===== src/rtl/ysyx_22050039_mem_arbiter.sv =====
// Single-port memory arbiter between instruction fetch and load/store.
// LS wins by default; a streak counter hands the port to a waiting IF after MAX_LS_STREAK LS grants.
module ysyx_22050039_mem_arbiter #(
    parameter int XLEN          = 64,
    parameter int MAX_LS_STREAK = 4
) (
    input  logic            clk,
    input  logic            rst,

    input  logic            if_req_valid,
    output logic            if_req_ready,
    input  logic [XLEN-1:0] if_addr,
    output logic            if_resp_valid,
    output logic [XLEN-1:0] if_resp_data,

    input  logic            ls_req_valid,
    output logic            ls_req_ready,
    input  logic [XLEN-1:0] ls_addr,
    input  logic            ls_wen,
    input  logic [XLEN-1:0] ls_wdata,
    input  logic [7:0]      ls_wmask,
    output logic            ls_resp_valid,
    output logic [XLEN-1:0] ls_resp_data,

    output logic            mem_req_valid,
    input  logic            mem_req_ready,
    output logic [XLEN-1:0] mem_addr,
    output logic            mem_wen,
    output logic [XLEN-1:0] mem_wdata,
    output logic [7:0]      mem_wmask,
    input  logic            mem_resp_valid,
    input  logic [XLEN-1:0] mem_resp_data,

    output logic            busy,
    output logic [1:0]      owner
);

    typedef enum logic [1:0] {
        IDLE  = 2'd0,
        ISSUE = 2'd1,
        WAIT  = 2'd2
    } state_t;

    localparam logic [1:0] OWN_NONE   = 2'b00;
    localparam logic [1:0] OWN_IF     = 2'b01;
    localparam logic [1:0] OWN_LS     = 2'b10;
    localparam logic [3:0] STREAK_MAX = 4'(MAX_LS_STREAK);

    state_t     state;
    state_t     state_next;
    logic [3:0] streak;
    logic       grant_if;
    logic       grant_ls;
    logic       resp_fire;

    // Readies are also gated by rst so nothing looks accepted while reset is held.
    always_comb begin
        grant_ls = 1'b0;
        grant_if = 1'b0;
        if (state == IDLE && rst) begin
            if (ls_req_valid && !(if_req_valid && streak == STREAK_MAX)) begin
                grant_ls = 1'b1;
            end else if (if_req_valid) begin
                grant_if = 1'b1;
            end
        end
    end

    assign if_req_ready  = grant_if;
    assign ls_req_ready  = grant_ls;
    assign mem_req_valid = (state == ISSUE);
    assign busy          = (state != IDLE);

    // A response in ISSUE only counts once the request itself is accepted.
    assign resp_fire = mem_resp_valid &&
                       ((state == WAIT) || (state == ISSUE && mem_req_ready));

    assign if_resp_valid = resp_fire && (owner == OWN_IF);
    assign ls_resp_valid = resp_fire && (owner == OWN_LS);
    assign if_resp_data  = if_resp_valid ? mem_resp_data : '0;
    assign ls_resp_data  = (ls_resp_valid && !mem_wen) ? mem_resp_data : '0;

    always_comb begin
        state_next = state;
        case (state)
            IDLE: begin
                if (grant_ls || grant_if) state_next = ISSUE;
            end
            ISSUE: begin
                if (mem_req_ready) state_next = mem_resp_valid ? IDLE : WAIT;
            end
            WAIT: begin
                if (mem_resp_valid) state_next = IDLE;
            end
            default: state_next = IDLE;
        endcase
    end

    always_ff @(posedge clk or negedge rst) begin
        if (!rst) begin
            state <= IDLE;
        end else begin
            state <= state_next;
        end
    end

    always_ff @(posedge clk or negedge rst) begin
        if (!rst) begin
            owner     <= OWN_NONE;
            streak    <= 4'd0;
            mem_addr  <= '0;
            mem_wen   <= 1'b0;
            mem_wdata <= '0;
            mem_wmask <= 8'd0;
        end else if (grant_ls) begin
            owner     <= OWN_LS;
            mem_addr  <= ls_addr;
            mem_wen   <= ls_wen;
            mem_wdata <= ls_wdata;
            mem_wmask <= ls_wmask;
            if (!if_req_valid) begin
                streak <= 4'd0;
            end else if (streak != STREAK_MAX) begin
                streak <= streak + 4'd1;
            end
        end else if (grant_if) begin
            owner     <= OWN_IF;
            mem_addr  <= if_addr;
            mem_wen   <= 1'b0;
            mem_wdata <= '0;
            mem_wmask <= 8'd0;
            streak    <= 4'd0;
        end else if (resp_fire) begin
            owner <= OWN_NONE;
        end
    end

endmodule


===== config.mk =====
export PLATFORM = sky130hd
export DESIGN_NAME = ysyx_22050039_mem_arbiter
export DESIGN_NICKNAME = d
export VERILOG_FILES = /design/src/rtl/ysyx_22050039_mem_arbiter.sv
export SDC_FILE = /design/constraint.sdc
export NUM_CORES = 1
export LEC_CHECK = 0
export ABC_AREA = 1
export BUFFER_PORTS_ARGS = -buffer_cell sky130_fd_sc_hd__buf_2
export CAP_MARGIN = 0
export CORE_AREA = 2 2 209 211
export CTS_CLUSTER_SIZE = 20
export DETAILED_ROUTE_END_ITERATION = 6
export DIE_AREA = 0 0 211 213
export GPL_TIMING_DRIVEN = 0
export PLACE_DENSITY = 0.4
export SLEW_MARGIN = 10
export SYNTH_ARGS = -nofsm -noshare
export SYNTH_HDL_FRONTEND = slang
export SYNTH_SLANG_ARGS = --single-unit
export TNS_END_PERCENT = 5

===== constraint.sdc =====
create_clock -name clk -period 1.8 [get_ports clk]
set_input_delay 0.36 -clock clk [delete_from_list [all_inputs] [get_ports clk]]
set_output_delay 0.36 -clock clk [all_outputs]
set_load 0.05 [all_outputs]

After elaboration in Yosys (flattened, before gate mapping)
Index checks and enable logic that the tools add are counted.
- flip-flop bits (word level): 145
- bits of input ports: 271
- logic and storage cells: 63
- add/subtract/negate cells: 1
- eq/ne operators: 10
- muxes and demuxes: 27
- reduce and logical (&&, ||, !) cells: 18
- operators by type and width (operator ; number):
    $mux 64 ; 6
    $mux 4 ; 4
    $mux 8 ; 2
    $mux 2 ; 7
    $logic_and 1x1->1 ; 8
    $mux 1 ; 7
    $pmux 2 s3 ; 1
    $add 4x1->4 const B ; 1
    $eq 2x1->1 const B ; 2
    $eq 2x2->1 const B ; 2
    $eq 4x3->1 const B ; 1
    $ne 2x1->1 const B ; 2
    $ne 4x3->1 const B ; 1
    $reduce_bool 2->1 ; 2
    $ne 3x2->1 const B ; 1
    $reduce_and 3->1 ; 1
    $reduce_bool 3->1 ; 1
    $logic_not 1->1 ; 2
    $logic_not 2->1 ; 1
    $logic_or 1x1->1 ; 2
    $ne 2x2->1 const B ; 1
    $reduce_and 2->1 ; 1

Longest topological paths before layout
Gate-level depths: netlist of the first run.
- depth in word-level cells: 9
- gate-level depth with buffers: 11
- mapped depth without buffers: 9

Worst setup path before layout of the first run
Ideal clock, no wire load.
- path type: reg-to-output
- start point: reg owner[1]
- end point: out ls_resp_data[10]
- arrival time: 1.936 ns
- slack: -0.496 ns
- cell stages (with the launch flop): 6
- path buffers: 1
- cells stage by stage: dfrtp_1 -> inv_1 -> nor2_1 -> nand4_2 -> buf_2 -> nor2_1
- cells in the longest elaborated chain, start to end: 4
- ends and longest elaborated chain (what ; RTL line ; source):
    start, declared ; 35 ; output logic [1:0] owner
    start signal, assigned ; 109 ; owner <= OWN_NONE;
    start signal, assigned ; 116 ; owner <= OWN_LS;
    start signal, assigned ; 127 ; owner <= OWN_IF;
    $eq 2x2->1 ; 79 ; assign ls_resp_valid = resp_fire && (owner == OWN_LS);
    $logic_and 1x1->1 ; 79 ;
    $logic_and 1x1->1 ; 81 ; assign ls_resp_data = (ls_resp_valid && !mem_wen) ? mem_resp_data : '0;
    $mux 64 ; 81 ;
    end, declared ; 23 ; output logic [XLEN-1:0] ls_resp_data,
No other way between the ends.

Final worst setup path of the first run
- start point: reg state[1]
- end point: out ls_resp_data[25]
- cells in the longest elaborated chain, start to end: 7
- elaborated cells between the ends (all ways): 8
- classes of those cells: eq/ne (2); mux (1); reduce/logical (5)
- ends and longest elaborated chain (what ; RTL line ; source):
    start, declared ; 49 ; state_t state;
    start signal, assigned ; 103 ; state <= state_next;
    $eq 2x1->1 ; 76 ; ((state == WAIT) || (state == ISSUE && mem_req_ready));
    $logic_and 1x1->1 ; 76 ;
    $logic_or 1x1->1 * ; 76 ;
    $logic_and 1x1->1 * ; 75 ; assign resp_fire = mem_resp_valid &&
    $logic_and 1x1->1 * ; 79 ;
    $logic_and 1x1->1 * ; 81 ;
    $mux 64 * ; 81 ;
Every way passes the cells marked *; elsewhere a longest branch is shown, timed or not.

==> reports/results.ini, run 1 <==
[global_routing]
grtUsageMet2_pct = 31.5
grt_start_max_net_pins = 91
grt-busiest-layer = met2
globalRouteMet1Util_pct = 18.9
grt_usage_pct = 17.3
grtUsageMet3_pct = 3.28
antenna_found_initial = 6
grt_pass1_wl_mm = 56.7
grt_pass1_vias = 9032
overflow = 0

[power_and_ir_drop]
power.leakage_uw = 0.00721
switching_share_pct = 49.3
p_per_area_nw_per_um2 = 1250
pwr-share-clk_pct = 22.1
p_int_uw = 8570
combPwrFrac_pct = 49.3
switching_power_uw = 8340
seqPwrFrac_pct = 28.6
irDropWorstVdd_mv = 0.669

[routing]
viasPerCell = 4.21
drt_pre_antenna_iters = 5
drt-wirelength-per-cell_um = 19.3
wirelength_mm = 40.7
drt_iter0_markers = 398
antenna_left = 0
post-route-drc-count = 0
via_count = 8844

[critical_path]
critPathCaptureType = output pin
cpMostUsedCell = buf_12
crit_required_ps = 1440
crit_fanout = 6
crit_start = state[1]
start_kind = flip-flop
worstPathArrival_ps = 2050
cp_slowest_cell = dfrtp_2
max_stage_delay_ps = 450
rr_startpoint = state[0]
crit_chain = inv_2 -> nand3_4 -> nand2_4 -> buf_6 -> nand4_4 -> buf_12 -> buf_12 -> nor2_4 -> buf_8
crit_type = flip-flop to output pin

[min_path]
hold_path_class = input port to async pin

[floorplanning]
die-height_um = 213
io_pins = 544
die_area_um2 = 44900
die_w_um = 211
rows = 76
core_area_um2 = 42700
start_util_pct = 16.7

[synthesis]
async_flop_share_pct = 100
synth_seq_area_share_pct = 50.9
avgSynthCellArea_um2 = 7.53
synth-edff-count = 0
yosysMostFrequentCell = nand2_1
synth-main-ff-cell = dfrtp_1
syn-cell-area_um2 = 7140
synth.distinct_cells = 20
netlist.area_leader.share_pct = 50.9
synthesis.nets = 1221
ys_ff_latch = 145
yosys_warnings = 0
synth_top_area_cell = dfrtp_1
postSynthCellCount = 948
yosys-top-cells-area = dfrtp_1, nand2_1, nand3_1
synthTopCellsByCount = nand2_1, dfrtp_1, nor2_1, nand3_1, inv_1

[sta]
fin_skew_ps = 14.4
rsz0062_at_grt = true
fmax_mhz = 414
tns_ps = -65890
drv_slew = 0
worst_slack_ps = -615
hold_viol_final = 73
holdWs_ps = -81.0
setup_viol = 134
period_needed_ps = 2410
tightest_slew_ps = 673
slew_headroom_pct = 55.0
finalCritPeriodShare_pct = 134

[clock_network]
clock_latency_ps = 450
cts-buffers-inserted = 17
clock-sinks = 145
htreeDepth = 4
cts_buffer_depth = 2
cts_tree = done
clk_pin_slew_ps = 60
root_buffer = clkbuf_16

[placement]
dp_hpwl_mm = 30.5
post-place-ws_ps = -971
numPortBuffers = 543
gp_congestion = 0.829
dp.cells = 2038

[final_layout]
nNetsFinal = 1815
layout.cells.non_filler = 2103
drive_above_1_share_pct = 52.5
area_growth_pct = 89.5

[run]
maxCapViolations = 0

[outcome]
outcome = finished, violations left
violations = hold timing, setup timing

layout make-up:
cell class              count  area, um2
clock buffers              18        439
well taps                 546        683
flip-flops and latches    145       3630
plain buffers              71        653
diodes                      2       5.00
multi-input cells         654       3590
inverters                  79        297
repair buffers            574       4070
clock inverters            14        160
fillers                  4566      29200
final timing paths:
| check | slack, ps | endpoint | cells past startpoint |
|---|---|---|---|
| setup / recovery | -610 | ls_resp_data[25] | 9 |
| hold / removal | -80 | mem_wdata[9] | 1 |
| setup reg to reg | 40 | mem_wdata[44] | 9 |
| hold reg to reg | 470 | mem_wdata[0] | 2 |
| max in group asynchronous | 380 | mem_wdata[35] | 2 |
| min in group clk | 100 | mem_wdata[40] | 3 |
flip-flops by register name, indices dropped and copies added (netlist names):
signal	flops
mem_wmask	8
mem_wdata	64
state	2
mem_wen	1
streak	4
owner	2
mem_addr	64
kinds of logic (layout without fill, tap and decap cells):
logic type / Yosys count / count (layout) / synth area share (%)
flops: 145 / 145 / 50.9
xor+xnor: 1 / 1 / 0.123
other cells: 0 / 2 / 0
compound gates: 3 / 3 / 0.351
buf+inv: 150 / 756 / 9.35
fa+ha+maj: 2 / 2 / 0.351
simple gates: 647 / 648 / 39.0
placed cells by master, fill, tap and decap left out, types with 3 or more instances in the layout:
cell and n:
buf_12 11, buf_16 3, buf_2 424, buf_4 31
buf_6 108, buf_8 47, bufinv_16 3, clkbuf_1 11
clkbuf_16 17, clkbuf_4 7, clkinv_2 6, clkinvlp_4 3
dfrtp_1 141, dfrtp_2 4, inv_1 73, inv_2 6
nand2_1 302, nand2_2 3, nand2_4 4, nand3_1 131
nand4_1 67, nor2_1 8, nor2_2 61, nor2_4 68
routing by layer:
layer / share of wire, % / wire length [um]
met5: 0.027 / 11
met4: 4.9 / 2000
met3: 5.5 / 2220
met2: 53 / 21500
met1: 37 / 15000
through the flow:
step           power [uW]  utilization (%)  area [um2]
4_1_cts             17100             30.7       13100
3_5_place_dp        12600             25.5       10900
3_3_place_gp        12600             25.4       10900
5_1_grt             17800             31.7       13500
6_report            16900             31.7       13500
2_1_floorplan       10200                -        7450
worst max-delay path, delay by kind of cell (launching register included):
| family | cells | cell delay, ps |
|---|---|---|
| buffers and inverters | 5 | 700 |
| DFF | 1 | 450 |
| and+or+nand+nor | 4 | 440 |
power by group through the flow:
stage | sequential (uW) | clock, uW | combinational, uW
detailed placement | 4880 | 0 | 7770
CTS | 4840 | 3900 | 8310
global route | 4970 | 4060 | 8810
global placement | 4880 | 0 | 7740
finish | 4840 | 3730 | 8340
floorplan | 8360 | 0 | 1880
timing repair:
item	in CTS	in global routing
cloned	5	0
endpoints found under the setup margin	276	255
pin swaps	9	7
gates resized for setup	397	113
endpoints found under the hold margin	87	14
buffers inserted	24	2
No activity file was read; power rests on OpenSTA's default activity.
==> run 2, diff against run 1 <==
--- a/config.mk
+++ b/config.mk
@@ -13,7 +13,6 @@
 export DETAILED_ROUTE_END_ITERATION = 6
 export DIE_AREA = 0 0 211 213
 export GPL_TIMING_DRIVEN = 0
-export PLACE_DENSITY = 0.4
 export SLEW_MARGIN = 10
 export SYNTH_ARGS = -nofsm -noshare
 export SYNTH_HDL_FRONTEND = slang
==> run 2 against run 1 <==
Total power up 1.4%. Sequential share of layout area down 1.1 points. Worst setup slack worse by 16 ps. Clock skew up 8.3 ps. The flow still finishes with violations (hold timing, setup timing). Via count up 4.3%. Sequential power about the same. Critical path type unchanged. Clock power up 3%.
==> reports/results.ini, run 2 (same netlist as run 1, synthesis figures left out) <==
[critical_path]
crit_required_ps = 1440
crit_family = buffers and inverters
rr_startpoint = state[1]
max_stage_delay_ps = 450
critPathCaptureType = output pin
worstPathArrival_ps = 2070
cpMostUsedCell = buf_12
crit_chain = inv_2 -> nand3_2 -> nand2_2 -> buf_6 -> nand4_4 -> buf_12 -> buf_16 -> buf_12 -> nor2_4 -> buf_12
crit_fanout = 7
crit_start = state[1]
cp_num_buf_inv = 6
crit_type = flip-flop to output pin
start_kind = flip-flop
cp_slowest_cell = dfrtp_2

[floorplanning]
io_pins = 544
die_area_um2 = 44900
rows = 76
die_w_um = 211
start_util_pct = 16.7
core_area_um2 = 42700
die-height_um = 213

[power_and_ir_drop]
seqPwrFrac_pct = 28.3
p_per_area_nw_per_um2 = 1220
finalPower_uw = 17200
power.leakage_uw = 0.00736
switching_power_uw = 8410
irDropWorstVdd_mv = 0.675
p_int_uw = 8740
pwr-share-clk_pct = 22.4
combPwrFrac_pct = 49.3
switching_share_pct = 49.0

[placement]
numPortBuffers = 543
gp_congestion = 0.932
dp_hpwl_mm = 30.6

[final_layout]
drive_above_1_share_pct = 53.3
final.fill_count = 4424
mostFrequentLayoutCells = buf_2, nand2_1, dfrtp_1
regArea_um2 = 3630
nNetsFinal = 1818
area_growth_pct = 97.6
final_common_cell = buf_2
multi_input_area_um2 = 3770
reg.largest.list = mem_addr (64), mem_wdata (64), mem_wmask (8)
fin_util_pct = 33.0

[sta]
fin_skew_ps = 22.7
fmax_mhz = 411
slew_headroom_pct = 54.7
period_needed_ps = 2430
tightest_slew_ps = 680
setup_viol = 133
drv_slew = 0
holdWs_ps = -197
rsz0062_at_grt = true
hold_viol_final = 51
worst_slack_ps = -630
finalCritPeriodShare_pct = 135

[routing]
drt_iter0_markers = 701
post-route-drc-count = 0
drt-wirelength-per-cell_um = 19.8
viasPerCell = 4.37
antenna_left = 0
drt_pre_antenna_iters = 5
wirelength_mm = 41.8
via_count = 9225

[min_path]
hold_path_class = input port to async pin

[global_routing]
antenna_found_initial = 9
grt_pass1_vias = 9124
overflow = 0
grt_pass1_wl_mm = 57.6
grt_start_max_net_pins = 54
grt_usage_pct = 17.5

[clock_network]
clock-sinks = 145
cts-buffers-inserted = 17
cts_tree = done
cts_buffer_depth = 2
clk_pin_slew_ps = 60
clock_latency_ps = 470
htreeDepth = 4
root_buffer = clkbuf_16

[run]
maxCapViolations = 0

[outcome]
violations = hold timing, setup timing
outcome = finished, violations left

[run 2: changes by cell type in the layout (fill, tap and decap cells not counted), moves of 5 or more]
cell,before,now
buf_12,11,20
buf_4,31,23
buf_6,108,92
buf_8,47,68
clkbuf_4,7,1
clkinv_2,6,1
diode_2,2,7
nor2_2,61,31
nor2_4,68,100
[run 2: power groups by stage]
stage,combinational (uW),clock (uW),sequential [uW]
final,8450,3850,4850
after CTS,8260,3950,4840
after detailed placement,7700,0,4860
after global placement,7620,0,4860
after global routing,8870,4070,4970
after floorplan,1880,0,8360
[run 2: final cells by class]
cell class / count / share of cell area [%]
sequential: 145 / 25.8
clock inverter: 11 / 1.09
tap: 546 / 4.84
timing repair buffer: 578 / 30.6
antenna: 7 / 0.124
clock buffer: 21 / 3.34
buffer: 71 / 5.38
multi-input combinational: 653 / 26.7
inverter: 79 / 2.12
[run 2: final timing paths]
check | endpoint | slack, ps | cells past startpoint
max reg2reg | mem_addr[53] | 0 | 11
min reg2reg | mem_wdata[54] | 470 | 2
max in group asynchronous | streak[0] | 1240 | 2
max | ls_resp_data[26] | -630 | 10
min | mem_wdata[13] | -200 | 1
min in group clk | mem_wdata[16] | 80 | 3
[run 2: repair_timing]
action,4_1_cts,5_1_grt
cloned,4,3
buffers inserted,20,7
setup endpoints to repair,276,271
gates resized for setup,446,170
hold endpoints to repair,51,51
pin swaps,8,22
[run 2: stage by stage]
| step | instance area [um2] | cells | setup WS (ps) | TNS (ps) |
|---|---|---|---|---|
| finish | 14100 | 2111 | -630 | -68620 |
| global route | 14100 | 2111 | -737 | -87250 |
| CTS | 13300 | 2094 | -588 | -71010 |
| detailed placement | 10900 | 2038 | -1250 | -167970 |
| global placement | 10900 | 2037 | -3580 | -834730 |
| floorplan | 7450 | 948 | -183 | -17700 |
[run 2: worst register-to-register path, delay by kind of cell, from the launching register on]
family	cells	cell delay, ps
buffers and inverters	6	790
AND/OR/NAND/NOR	5	480
flip-flops	1	450
[run 2: layer usage]
metal  track usage [%]  share of wire, %  up-vias  routed length (um)
li1                  -                 -     4220                   -
met5                 0             0.029        -                  12
met4              11.5               5.5        2                2310
met3              4.69               7.1       96                2950
met2              29.9                50      474               20900
met1              19.3                37     4433               15600
